[config.mk]
export PLATFORM = sky130hd
export DESIGN_NAME = cntr_share_arb
export DESIGN_NICKNAME = d
export VERILOG_FILES = /design/src/rtl/cntr_share_pkg.sv /design/src/rtl/cntr_share_arb_rr_pick.sv /design/src/rtl/cntr_share_arb.sv
export SDC_FILE = /design/constraint.sdc
export NUM_CORES = 1
export LEC_CHECK = 0
export CORE_MARGIN = 2
export CORE_UTILIZATION = 41
export DETAILED_ROUTE_END_ITERATION = 7
export PLACE_DENSITY_LB_ADDON = 0.05
export SYNTH_ARGS = -nofsm -noshare
export SYNTH_HDL_FRONTEND = slang
export SYNTH_SLANG_ARGS = --single-unit
[constraint.sdc]
create_clock -name clk -period 1.77 [get_ports clk]
set_input_delay 0.531 -clock clk [delete_from_list [all_inputs] [get_ports clk]]
set_output_delay 0.531 -clock clk [all_outputs]
set_load 0.05 [all_outputs]
[src/rtl/cntr_share_pkg.sv]
// cntr_share_pkg: shared types, widths and count-step helper for cntr_share_arb
package cntr_share_pkg;
  typedef enum logic {IDLE, RUN} state_t;
  localparam int LEN_W = 3;
  localparam int MAX_VAL_DEF = 12;
  localparam int W_DEF = 4;
  function automatic int unsigned next_count(int unsigned c, logic up, int unsigned max_val);
    return up ? (c == max_val ? 0 : c + 1) : (c == 0 ? max_val : c - 1);
  endfunction
endpackage

[src/rtl/cntr_share_arb_rr_pick.sv]
// rr_pick: combinational round-robin picker searching upward from ptr
module rr_pick #(
  parameter int N = 4,
  parameter int PW = $clog2(N)
) (
  input  logic [N-1:0]  req,
  input  logic [PW-1:0] ptr,
  output logic [PW-1:0] winner,
  output logic          valid
);
  // scan from farthest to nearest so the nearest requester at or after ptr wins
  always_comb begin
    winner = '0;
    valid = |req;
    for (int k = N - 1; k >= 0; k--)
      if (req[(int'(ptr) + k) % N]) winner = PW'((int'(ptr) + k) % N);
  end
endmodule

[src/rtl/cntr_share_arb.sv]
// cntr_share_arb: round-robin shared modulo up/down counter sequencer
module cntr_share_arb
  import cntr_share_pkg::*;
#(
  parameter int N_REQ = 4,
  parameter int MAX_VAL = MAX_VAL_DEF,
  parameter int W = W_DEF
) (
  input  logic                   clk,
  input  logic                   rst,
  input  logic [N_REQ-1:0]       req,
  input  logic [N_REQ-1:0]       dir,
  input  logic [LEN_W*N_REQ-1:0] len,
  output logic [N_REQ-1:0]       grant,
  output logic [N_REQ-1:0]       done,
  output logic [W-1:0]           count,
  output logic                   wrap,
  output logic                   busy
);
  localparam int PW = $clog2(N_REQ);
  state_t state, state_n;
  logic [PW-1:0] ptr, win, pick;
  logic [LEN_W-1:0] rem;
  logic up, valid;
  rr_pick #(.N(N_REQ), .PW(PW)) u_pick (.req(req), .ptr(ptr), .winner(pick), .valid(valid));
  // next state plus outputs decoded purely from registers
  always_comb begin
    state_n = state;
    if (state == IDLE && valid) state_n = RUN;
    if (state == RUN && rem == '0) state_n = IDLE;
    busy = state == RUN;
    grant = busy ? N_REQ'(1) << win : '0;
    done = rem == '0 ? grant : '0;
  end
  // state register, burst capture on grant and one count step per RUN cycle
  always_ff @(posedge clk) begin
    if (rst) begin
      state <= IDLE;
      ptr <= '0;
      win <= '0;
      up <= 1'b0;
      rem <= '0;
      count <= '0;
      wrap <= 1'b0;
    end else begin
      state <= state_n;
      wrap <= 1'b0;
      if (state == IDLE && valid) begin
        win <= pick;
        up <= dir[pick];
        rem <= len[LEN_W*pick +: LEN_W];
      end
      if (state == RUN) begin
        count <= W'(next_count(32'(count), up, MAX_VAL));
        wrap <= up ? count == W'(MAX_VAL) : count == '0;
        if (rem == '0) ptr <= (win == PW'(N_REQ - 1)) ? '0 : win + 1'b1;
        else rem <= rem - 1'b1;
      end
    end
  end
endmodule

# == Yosys cells after proc, flatten, opt, wreduce, memory -nomap -nowiden ==
# Cells that the tools add are included.
# op_classes
reduce_logical,11
n_addsub,7
n_eq_ne,2
muxes,27
bitwise_logic,4
multipliers,1
order_cmp,5
n_shift,2
# ops
operator,n
4-bit two-way mux,5
3-bit by 4-bit less-than comparator with 1-bit output (second input constant),3
12-bit by 5-bit variable part select with 3-bit output,1
1-bit binary-select mux with 2-bit select,5
2-bit two-way mux,5
2-bit OR reduction,5
1-bit two-way mux,9
3-bit two-way mux,3
2-bit by 3-bit less-than comparator with 1-bit output (second input constant),2
2-bit by 1-bit adder with 2-bit output (second input constant),2
2-bit adder (second input constant),2
4-bit by 1-bit adder with 4-bit output (second input constant),1
4-bit == test (second input constant),1
4-bit zero test,1
2-bit by 2-bit multiplier with 4-bit output (first input constant),1
4-bit OR reduction,1
1-bit by 2-bit left shift with 4-bit output (first input constant),1
4-bit by 1-bit subtractor with 4-bit output (second input constant),1
1-bit AND (first input constant),3
3-bit zero test,1
3-bit by 1-bit subtractor with 3-bit output (second input constant),1
2-bit == test (second input constant),1
1-bit logical AND,2
2-bit AND reduction,1
1-bit NOT,1
# word_totals
elab_cells,66
regBits,14

# == Longest topological paths before layout ==
# Gate-level depths: netlist of the first run.
# depth
word_depth,15
depth_mapped,7
depth_no_buf,7

# == Cells and area by module ==
# A second synthesis of the first run with hierarchy kept.
# unflattened
cells_unflattened,125
area_unflattened_um2,1062.3
# by_module_without_submodules
mod,n_inst,seq_area_each_um2,cells_each,area_each_um2
cntr_share_arb,1,280.3,112,984.7
rr_pick,1,0.0,13,77.6

# == Worst setup path after synthesis of the first run ==
# No wires, ideal clock.
# synth_path
kind,register to output
from,"register state, in the netlist busy"
to,output done[0]
path_slack_ns,-0.358
stages_incl_launch_ff,4
arrival_ns,1.597
required_time_ns,1.239
cell_sequence,dfxtp_1 -> and3_1 -> clkbuf_1 -> and2_1
# synth_via
elab_chain_cells,2
# synth_lines
element,line,source
start: declaration,cntr_share_arb.sv:21,"state_t state, state_n;"
start signal: assignment,cntr_share_arb.sv:46,state <= state_n;
4-bit two-way mux,cntr_share_arb.sv:32,grant = busy ? N_REQ'(1) << win : '0;
4-bit two-way mux,cntr_share_arb.sv:33,done = rem == '0 ? grant : '0;
end: declaration,cntr_share_arb.sv:15,"output logic [N_REQ-1:0] done,"
# No other way between the ends.

# == Worst setup path in the final report of the first run ==
# layout_path
from,register rem[0]
to,output done[2]
# layout_via
elab_chain_cells,2
# layout_lines
element,line,source
start: declaration,cntr_share_arb.sv:23,logic [LEN_W-1:0] rem;
start signal: assignment,cntr_share_arb.sv:51,rem <= len[LEN_W*pick +: LEN_W];
start signal: assignment,cntr_share_arb.sv:57,else rem <= rem - 1'b1;
3-bit zero test,cntr_share_arb.sv:33,
4-bit two-way mux,cntr_share_arb.sv:33,
# No other way between the ends.

==> results of run 1 <==
what timing repair did:
| action | in CTS | in global routing |
|---|---|---|
| pin swaps | 7 | 2 |
| gates resized for setup | 38 | 12 |
| setup buffers | 2 | 3 |
| endpoints found under the setup margin | 14 | 10 |
power groups by stage:
stage	clock, mW	combinational, mW	sequential, mW
detailed placement	0	0.677	0.444
global route	0.244	0.833	0.455
global placement	0	0.661	0.441
finish	0.233	0.765	0.445
floorplan	0	0.360	0.476
CTS	0.238	0.737	0.443
sequential cells by signal, summed over array words and instances (netlist names):
register	count
win	2
rem	3
count	4
up	1
wrap	1
ptr	2
busy	1
worst reg2reg max path: stages (launching register included):
cell and delay (ns):
dfxtp_1 0.48, mux2i_2 0.31, o221ai_4 0.17, mux2i_1 0.15, o31a_1 0.25, a221oi_2 0.22
per-layer routing:
layer	track usage (%)	part of all wire, %
met1	23.2	42
met2	36.1	53
met3	4.19	3.8
met4	4.18	1.2
met5	0	0
placed cells by master (no fill, tap or decap), types with 5 or more instances in the layout:
master / synthesis / final
buf_4: 0 / 21
nor2_1: 18 / 18
clkdlybuf4s50_1: 0 / 17
buf_12: 0 / 10
inv_1: 12 / 8
dfxtp_1: 14 / 8
a21oi_1: 8 / 7
mux2i_1: 7 / 6
nor3_1: 6 / 5
o21ai_0: 5 / 5
nand2_1: 5 / 5
ha_1: 8 / 5
cell usage after synthesis, types with 2 or more instances:
cell type and instances:
nand2_1 5, clkbuf_1 6, ha_1 8, mux2_2 2, a221oi_1 2, a21oi_1 8, nor3_1 6, o211ai_1 2
inv_1 12, nand3_1 4, nor2b_1 2, a211oi_1 3, and4b_1 2, o21ai_0 5, o221ai_1 2, dfxtp_1 14
nor4_1 2, nor2_1 18, nor3b_1 2, and2_1 9, and3_1 2, mux2i_1 7
final cells by class:
class	count	share of cell area, %
multi-input cells	108	45.5
inverters	12	2.44
well taps	30	2.04
repair buffers	55	32.2
clock buffers	4	1.97
flip-flops and latches	14	15.9
worst min path at each step:
stage / end / cells past startpoint
final: rem[0]$_SDFF_PP0_ / 2
after global routing: rem[0]$_SDFF_PP0_ / 2
after CTS: rem[0]$_SDFF_PP0_ / 2
after detailed placement: rem[0]$_SDFF_PP0_ / 2
after global placement: rem[0]$_SDFF_PP0_ / 2
after floorplan: rem[0]$_SDFF_PP0_ / 1
kinds of logic after synthesis:
| group | Yosys count | synth area share [%] |
|---|---|---|
| DFF | 14 | 25.7 |
| and+or+nand+nor | 58 | 28.1 |
| muxes | 9 | 8.48 |
| adders and majority gates | 8 | 9.16 |
| AOI/OAI and AO/OA | 33 | 22.0 |
| buffers and inverters | 19 | 6.64 |
==> run_results.csv, run 1 <==
group,metric,value,unit
run_status,status,"complete, but fails checks",
run_status,violations,"setup timing",
timing,max-slew-margin-rel,68.6,%
pwr,p_sw_share,39.0,%
timing,finalHoldWorstSlack,0.522,ns
routing,ant_nets,0,
clock_tree,cts.path.max_buffers,2,
synth,syn_area,1090,um^2
grt,gr-usage-all-layers,19.6,%
layout,finish.utilization,73.8,%
layout,design_area,1840,um^2
timing,fin_ws,-0.0790,ns
setup_path,cp.arrival,1.32,ns
hold_path,min-delay-start,"rem[0]$_SDFF_PP0_",
setup_path,cp_top_family,"simple AND/OR/NAND/NOR gates",
grt,grt_max_degree,15,
synth,synthDistinctLibCells,40,
placement,portBuffers,35,
timing,worstMarginPinSlew,0.470,ns
timing,finClkSkew,0.00475,ns
pwr,pwr-share-comb,53.0,%
setup_path,path_buf_inv,2,
setup_path,crit_end,"done[2]",
synth,synth_area_per_cell,7.75,um^2
layout,final_cell_count_no_fill,223,
timing,finalHoldViolations,0,
synth,synthTopCellsByArea,"dfxtp_1, ha_1, mux2i_1",
floorplan,start_util,43.7,%
synth,synth-edff-count,0,
setup_path,cp_slowest_cell,"dfxtp_2",
synth,ys_seq_elements,14,
placement,dp_slack,-0.591,ns
floorplan,ios,36,
floorplan,die_h,55.6,um
timing,setup_viol,5,
timing,period_share,104,%
synth,synth_ff_type,"dfxtp_1",
placement,place_area,1670,um^2
synth,yosys.area.top_type_share,25.7,%
setup_path,reg2reg_depth,5,
grt,antenna_found_initial,0,
floorplan,core_area,2500,um^2
timing,slew_viol_final,0,
clock_tree,cts_tree,"done",
synth,synth_fp_nets,171,
synth,ys_seq_area_share,25.7,%
clock_tree,path_clk_slew,0.09,ns
timing,totalNegativeSetupSlack,-0.311,ns
synth,synthCells,141,
setup_path,critPathMaxFanout,5,
pwr,power.clock.fraction,16.1,%
clock_tree,clkSinkCount,14,
routing,firstDrtPassIters,5,
setup_path,worstReg2RegEnd,"rem[0]$_SDFF_PP0_",
pwr,seqPwrFrac,30.8,%
pwr,cellLeakagePower,0.759,nW
layout,drive_above_1_share,40.9,%
routing,vias,1211,
placement,place_inst,214,
floorplan,rows,18,
setup_path,crit_path_end_kind,"output pin",
placement,gp_congestion,0.797,
clock_tree,numCtsBuffers,3,
setup_path,cp-startpoint,"rem[0]$_SDFF_PP0_",
floorplan,die_x,55.6,um
clock_tree,cts_root_buf,"clkbuf_4",
layout,area_delta_synth_final,68.8,%
setup_path,crit_cells,5,
timing,rsz0062_at_grt,"yes",
setup_path,cp-start-kind,"flop",
synth,synth_top_area_cell,"dfxtp_1",
clock_tree,postCtsHoldBufs,0,
pwr,ir_worst_vdd,0.555,mV
setup_path,worstPathCellList,"inv_2 > ha_4 > and3_4 > and2_4 > buf_12",
grt,grt_overflow,0,
setup_path,rrSetupSlack,0.10,ns
timing,fmax,541,MHz
layout,nets,224,
synth,yosysWarnings,0,
routing,drc,0,
pwr,p_int,0.881,mW
hold_path,hp-class,"flop to flop",
pwr,power_switching,0.563,mW
grt,grt_pass1_vias,1203,
layout,regArea,293,um^2
placement,dp_hpwl,2140,um
layout,n_fill_cell,196,
timing,period_needed,1.85,ns
pwr,p_per_area,783,nW/um^2
pwr,p_total,1.44,mW
layout,multiInputGateArea,838,um^2
synth,synthArstFlopShare,0,%
routing,wirelength,3060,um
clock_tree,clock_latency,0.28,ns
routing,drt-initial-drc-count,30,
layout,diodes,0,
setup_path,critical-path-max-stage-delay,0.33,ns
routing,vias_per_cell,5.43,
setup_path,r2r_start,"ptr[1]$_SDFFE_PP0P_",
floorplan,dieArea,3090,um^2
routing,wl_per_cell,13.7,um
run,max-cap-violations,0,
grt,grt_pass1_wl,4940,um
setup_path,criticalPathCategory,"flop to output pin",
setup_path,critPathRequiredTime,1.24,ns
clock_tree,cts.htree.levels,1,
Power figures use the tool's default switching activity.
==> inputs of run 2 (changes only) <==
--- a/config.mk
+++ b/config.mk
@@ -6,7 +6,7 @@
 export NUM_CORES = 1
 export LEC_CHECK = 0
 export CORE_MARGIN = 2
-export CORE_UTILIZATION = 41
+export CORE_UTILIZATION = 45
 export DETAILED_ROUTE_END_ITERATION = 7
 export PLACE_DENSITY_LB_ADDON = 0.05
 export SYNTH_ARGS = -nofsm -noshare
==> constraint.sdc (replaced) <==
create_clock -name clk -period 2.1 [get_ports clk]
set_input_delay 0.63 -clock clk [delete_from_list [all_inputs] [get_ports clk]]
set_output_delay 0.63 -clock clk [all_outputs]
set_load 0.005 [all_outputs]
==> run 2 against run 1 <==
The flow now finishes without violations. Final area fell by 7.4%. Via count shrank 1.5%. Clock power shrank 15%. Routed wire length decreased by 3.1%. Clock skew down 0.0031 ns. Critical path type unchanged. Critical endpoint unchanged.
==> run_results.csv, run 2 (synthesized netlist as in run 1, its figures left out) <==
group,metric,value,unit
setup_path,worstReg2RegEnd,"rem[0]$_SDFF_PP0_",
hold_path,min-delay-start,"rem[0]$_SDFF_PP0_",
timing,setup_viol,0,
setup_path,criticalPathCategory,"flop to output pin",
layout,reg_top3,"count (4), rem (3)",
clock_tree,path_clk_slew,0.09,ns
routing,vias_per_cell,5.50,
routing,ant_nets,0,
grt,gr-usage-all-layers,21.9,%
routing,wl_per_cell,13.7,um
clock_tree,cts.path.max_buffers,2,
grt,grt_overflow,0,
routing,drc,0,
routing,firstDrtPassIters,4,
pwr,ir_worst_vdd,0.436,mV
setup_path,reg2reg_depth,5,
grt,antenna_found_initial,0,
placement,dp_slack,-0.350,ns
routing,wirelength,2970,um
clock_tree,cts_tree,"done",
timing,max-slew-margin-rel,73.1,%
hold_path,whs_endpoint,"rem[0]$_SDFF_PP0_",
layout,finish.utilization,75.7,%
timing,worstMarginPinSlew,0.404,ns
clock_tree,cts.htree.levels,1,
timing,fin_ws,0.0551,ns
layout,top_register,"count",
layout,area_delta_synth_final,56.4,%
routing,drt-initial-drc-count,34,
timing,slew_viol_final,0,
layout,largest_reg_flops,4,
timing,period_share,97.4,%
placement,dp_hpwl,2100,um
placement,gp_congestion,0.826,
placement,place_area,1560,um^2
floorplan,die_h,53.3,um
hold_path,hold_path_depth,2,
setup_path,rrSetupSlack,0.33,ns
timing,fmax,489,MHz
layout,final_cell_count_no_fill,217,
layout,mostFrequentLayoutCells,"clkdlybuf4s50_1, nor2_1, buf_4, inv_1, dfxtp_1",
floorplan,die_x,53.3,um
layout,nets,220,
timing,finalHoldViolations,0,
setup_path,cp.arrival,1.41,ns
grt,grt_pass1_vias,1032,
clock_tree,clkSinkCount,14,
floorplan,core_area,2250,um^2
layout,diodes,0,
run,max-cap-violations,0,
setup_path,cp-start-kind,"flop",
timing,rsz0062_at_grt,"no",
timing,finClkSkew,0.00169,ns
placement,portBuffers,35,
setup_path,critPathMaxFanout,6,
placement,place_inst,211,
pwr,cellLeakagePower,0.733,nW
setup_path,r2r_start,"ptr[1]$_SDFFE_PP0P_",
floorplan,dieArea,2840,um^2
layout,final_common_cell,"clkdlybuf4s50_1",
clock_tree,clock_latency,0.28,ns
grt,grt_max_degree,18,
layout,design_area,1710,um^2
routing,vias,1193,
setup_path,critPathRequiredTime,1.47,ns
hold_path,hp-class,"flop to flop",
grt,grt_pass1_wl,4480,um
floorplan,ios,36,
floorplan,rows,17,
layout,drive_above_1_share,22.8,%
pwr,p_per_area,609,nW/um^2
clock_tree,numCtsBuffers,3,
floorplan,start_util,48.4,%
clock_tree,cts_root_buf,"clkbuf_4",
run_status,status,"complete, no violations",
setup_path,crit_path_end_kind,"output pin",
timing,period_needed,2.04,ns
run 2: changes by cell type in the layout (fill, tap and decap cells not counted), moves of 3 or more:
cell,change
buf_12,-10
and2_1,+7
buf_4,-7
clkdlybuf4s50_1,+6
dlygate4sd2_1,+5
and2_2,-4
dlymetal6s2s_1,+4
and2_4,-3
run 2: layout make-up:
cell class	count	area [um^2]
Clock buffer	4	36.3
Fill cell	179	547
Inverter	12	45.0
Multi-Input combinational cell	108	822
Sequential cell	14	288
Tap cell	28	35.0
Timing Repair Buffer	51	482
run 2: metal layers:
layer  wire (um)  global-route usage, %
met5           0                      0
met4          46                   5.13
met3         131                   5.08
met2        1510                   38.1
met1        1280                   27.0
run 2: worst max-delay path, stage by stage (launching register included):
cell,delay [ns]
dfxtp_2,0.34
inv_2,0.04
ha_2,0.17
and3_4,0.17
and2_1,0.15
dlygate4sd2_1,0.25
run 2: worst max-delay path by stage:
stage	slack, ns	to	start
2_1_floorplan	0.25	rem[0]$_SDFF_PP0_	req[2]
3_3_place_gp	-0.26	rem[0]$_SDFF_PP0_	req[1]
3_5_place_dp	-0.35	rem[0]$_SDFF_PP0_	req[1]
4_1_cts	0.007	done[1]	rem[0]$_SDFF_PP0_
5_1_grt	0.009	done[2]	rem[1]$_SDFF_PP0_
6_report	0.06	done[2]	rem[0]$_SDFF_PP0_
run 2: report_power, final:
part	internal, mW	switching, mW	total, mW
clock	0.106	0.0918	0.197
sequential	0.305	0.0593	0.364
combinational	0.268	0.211	0.479
total	0.678	0.362	1.04
run 2: per-stage QoR:
step,setup TNS [ns],hold WS (ns),power [mW]
floorplan,0,0.436,0.613
global placement,-1.25,0.525,0.793
detailed placement,-1.92,0.532,0.806
CTS,0,0.539,1.01
global route,0,0.550,1.11
finish,0,0.530,1.04
run 2: repair_timing:
item / 4_1_cts / 5_1_grt
setup endpoints to repair: 10 / 8
setup buffers: 1 / 1
hold buffers: 0 / 0
resized for setup: 19 / 22
endpoints found under the hold margin: 0 / 0
pin swaps: 1 / 2
==> inputs of run 3 (changes only) <==
--- a/config.mk
+++ b/config.mk
@@ -11,4 +11,5 @@
 export PLACE_DENSITY_LB_ADDON = 0.05
 export SYNTH_ARGS = -nofsm -noshare
 export SYNTH_HDL_FRONTEND = slang
+export SYNTH_HIERARCHICAL = 1
 export SYNTH_SLANG_ARGS = --single-unit
==> run 3 against run 2 <==
Sequential share of layout area grew 0.81 points. Clock-buffer cell count stayed put. First-iteration DRC count fell by 47%. Non-clock buffer count stayed put. Sequential power about the same. Final area shrank 3.7%. Area after synthesis down 2.7%.
==> run_results.csv, run 3 <==
group,metric,value,unit
setup_path,cp_top_family,"simple AND/OR/NAND/NOR gates",
timing,finalHoldViolations,0,
setup_path,criticalPathCategory,"flop to output pin",
pwr,p_sw_share,32.7,%
timing,period_share,97.0,%
floorplan,start_util,48.0,%
pwr,cellLeakagePower,0.695,nW
clock_tree,cts.htree.levels,1,
setup_path,crit_top_cell,"buf_6",
layout,drive_above_1_share,23.7,%
clock_tree,cts.path.max_buffers,2,
synth,synth_fp_nets,155,
layout,largest_reg_flops,4,
setup_path,critPathMaxFanout,4,
synth,synth_top_area_cell,"dfxtp_1",
pwr,p_int,0.679,mW
timing,slew_viol_final,0,
clock_tree,clock_latency,0.28,ns
setup_path,path_buf_inv,3,
routing,drt-initial-drc-count,18,
grt,grt_pass1_vias,978,
routing,vias_per_cell,5.26,
pwr,power.clock.fraction,19.3,%
synth,synthDistinctLibCells,38,
timing,fmax,491,MHz
setup_path,cp_slowest_cell,"dfxtp_2",
setup_path,critPathRequiredTime,1.47,ns
pwr,p_per_area,613,nW/um^2
grt,antenna_found_initial,0,
placement,place_area,1490,um^2
routing,wl_per_cell,12.5,um
clock_tree,postCtsHoldBufs,0,
timing,fin_ws,0.0638,ns
routing,drc,0,
hold_path,hold_path_depth,2,
clock_tree,cts_root_buf,"clkbuf_4",
layout,top_register,"count",
setup_path,worstPathCellList,"inv_2 > ha_4 > and3b_2 > buf_6 > and2_4 > buf_6",
layout,mostFrequentLayoutCells,"clkdlybuf4s50_1, buf_4, nor2_1, nand2_1, dfxtp_1",
layout,diodes,0,
floorplan,rows,17,
hold_path,whs_endpoint,"win[1]$_SDFFE_PP0N_",
setup_path,cp.arrival,1.41,ns
layout,final_common_cell,"clkdlybuf4s50_1",
floorplan,dieArea,2770,um^2
grt,grt_overflow,0,
setup_path,rrSetupSlack,0.35,ns
clock_tree,cts_tree,"done",
synth,synthCells,125,
timing,totalNegativeSetupSlack,0,ns
hold_path,hp-class,"flop to flop",
routing,wirelength,2520,um
layout,design_area,1640,um^2
routing,vias,1057,
setup_path,critical-path-max-stage-delay,0.34,ns
synth,ys_seq_area_share,26.4,%
pwr,pwr-share-comb,44.7,%
run_status,status,"complete, no violations",
run,max-cap-violations,0,
synth,syn_area,1060,um^2
grt,grt_max_degree,23,
clock_tree,path_clk_slew,0.09,ns
clock_tree,numCtsBuffers,3,
layout,area_delta_synth_final,54.8,%
routing,ant_nets,0,
timing,period_needed,2.04,ns
floorplan,core_area,2210,um^2
hold_path,min-delay-start,"win[1]$_SDFFE_PP0N_",
synth,synthArstFlopShare,0,%
placement,dp_slack,-0.368,ns
layout,nets,204,
synth,synth_common_cells,"dfxtp_1, nor2_1, nand2_1, and2_1, ha_1",
setup_path,crit_path_end_kind,"output pin",
pwr,ir_worst_vdd,0.461,mV
synth,synth_area_per_cell,8.50,um^2
placement,dp_hpwl,1920,um
timing,setup_viol,0,
pwr,seqPwrFrac,36.0,%
synth,synth_ff_type,"dfxtp_1",
synth,ys_seq_elements,14,
setup_path,cp-start-kind,"flop",
pwr,power_switching,0.330,mW
floorplan,die_x,52.6,um
synth,yosysWarnings,6,
synth,synth-edff-count,0,
setup_path,reg2reg_depth,7,
setup_path,r2r_start,"ptr[1]$_SDFFE_PP0P_",
placement,portBuffers,35,
synth,synthTopCellsByArea,"dfxtp_1, ha_1, and2_1",
grt,gr-usage-all-layers,19.5,%
clock_tree,clkSinkCount,14,
timing,finClkSkew,0.00185,ns
timing,worstMarginPinSlew,0.369,ns
synth,yosys.area.top_type_share,26.4,%
floorplan,die_h,52.6,um
timing,max-slew-margin-rel,75.1,%
setup_path,worstReg2RegEnd,"rem[2]$_SDFF_PP0_",
floorplan,ios,36,
placement,gp_congestion,0.715,
routing,firstDrtPassIters,4,
grt,grt_pass1_wl,4100,um
layout,reg_top3,"count (4), rem (3)",
==> run 3: stage by stage <==
step,total power [mW],hold WS (ns),std cells,utilization [%]
detailed placement,0.769,0.504,192,67.5
floorplan,0.598,0.469,125,-
global route,1.09,0.535,201,74.3
CTS,0.980,0.492,198,70.5
finish,1.01,0.516,201,74.3
global placement,0.751,0.492,192,67.5
==> run 3: layout make-up <==
type / instances / area [um^2]
clock buffers: 4 / 36.3
flip-flops and latches: 14 / 290
fillers: 175 / 568
multi-input cells: 97 / 761
inverters: 7 / 26.3
well taps: 28 / 35.0
repair buffers: 51 / 495
==> run 3: how the worst max path moves through the flow <==
stage	from	to	slack (ns)	depth (start not counted)
floorplan	req[3]	rem[2]$_SDFF_PP0_	0.24	6
global placement	req[3]	rem[2]$_SDFF_PP0_	-0.33	7
detailed placement	req[3]	rem[1]$_SDFF_PP0_	-0.37	7
CTS	win[0]$_SDFFE_PP0N_	grant[3]	0.004	3
global route	rem[0]$_SDFF_PP0_	done[3]	-0.001	6
finish	rem[0]$_SDFF_PP0_	done[3]	0.06	6
==> run 3: power by group through the flow <==
stage	clock (mW)	combinational [mW]	sequential [mW]
floorplan	0	0.255	0.343
global placement	0	0.393	0.358
detailed placement	0	0.407	0.362
CTS	0.203	0.419	0.358
global route	0.222	0.499	0.370
finish	0.195	0.451	0.363
==> run 3: cells by family (layout without fill, tap and decap cells) <==
| family | Yosys count | count (layout) | share of synthesized area [%] |
|---|---|---|---|
| and+or+nand+nor | 56 | 56 | 27.7 |
| AOI/OAI and AO/OA | 26 | 26 | 18.5 |
| DFF | 14 | 14 | 26.4 |
| buffers and inverters | 14 | 62 | 6.01 |
| adders and majority gates | 8 | 8 | 9.42 |
| muxes | 7 | 7 | 12.0 |
==> run 3: tightest hold or removal path, stage by stage (launching register included) <==
cell and delay (ns):
dfxtp_4 0.37, nand2_1 0.05, a21oi_1 0.06
==> run 3: per-layer routing <==
| metal | part of all wire, % | vias to the layer above | global-route usage (%) |
|---|---|---|---|
| met2 | 55 | 25 | 37.7 |
| met4 | 0 | 0 | 2.56 |
| met1 | 41 | 494 | 21.8 |
| met5 | 0 | - | 0 |
| met3 | 4.2 | 0 | 4.29 |
| li1 | - | 538 | - |
==> run 3: repair_timing <==
action / CTS / global route
cloned: 0 / 1
setup buffers: 2 / 2
gates resized for setup: 26 / 13
pin swaps: 2 / 3
endpoints found under the setup margin: 12 / 8
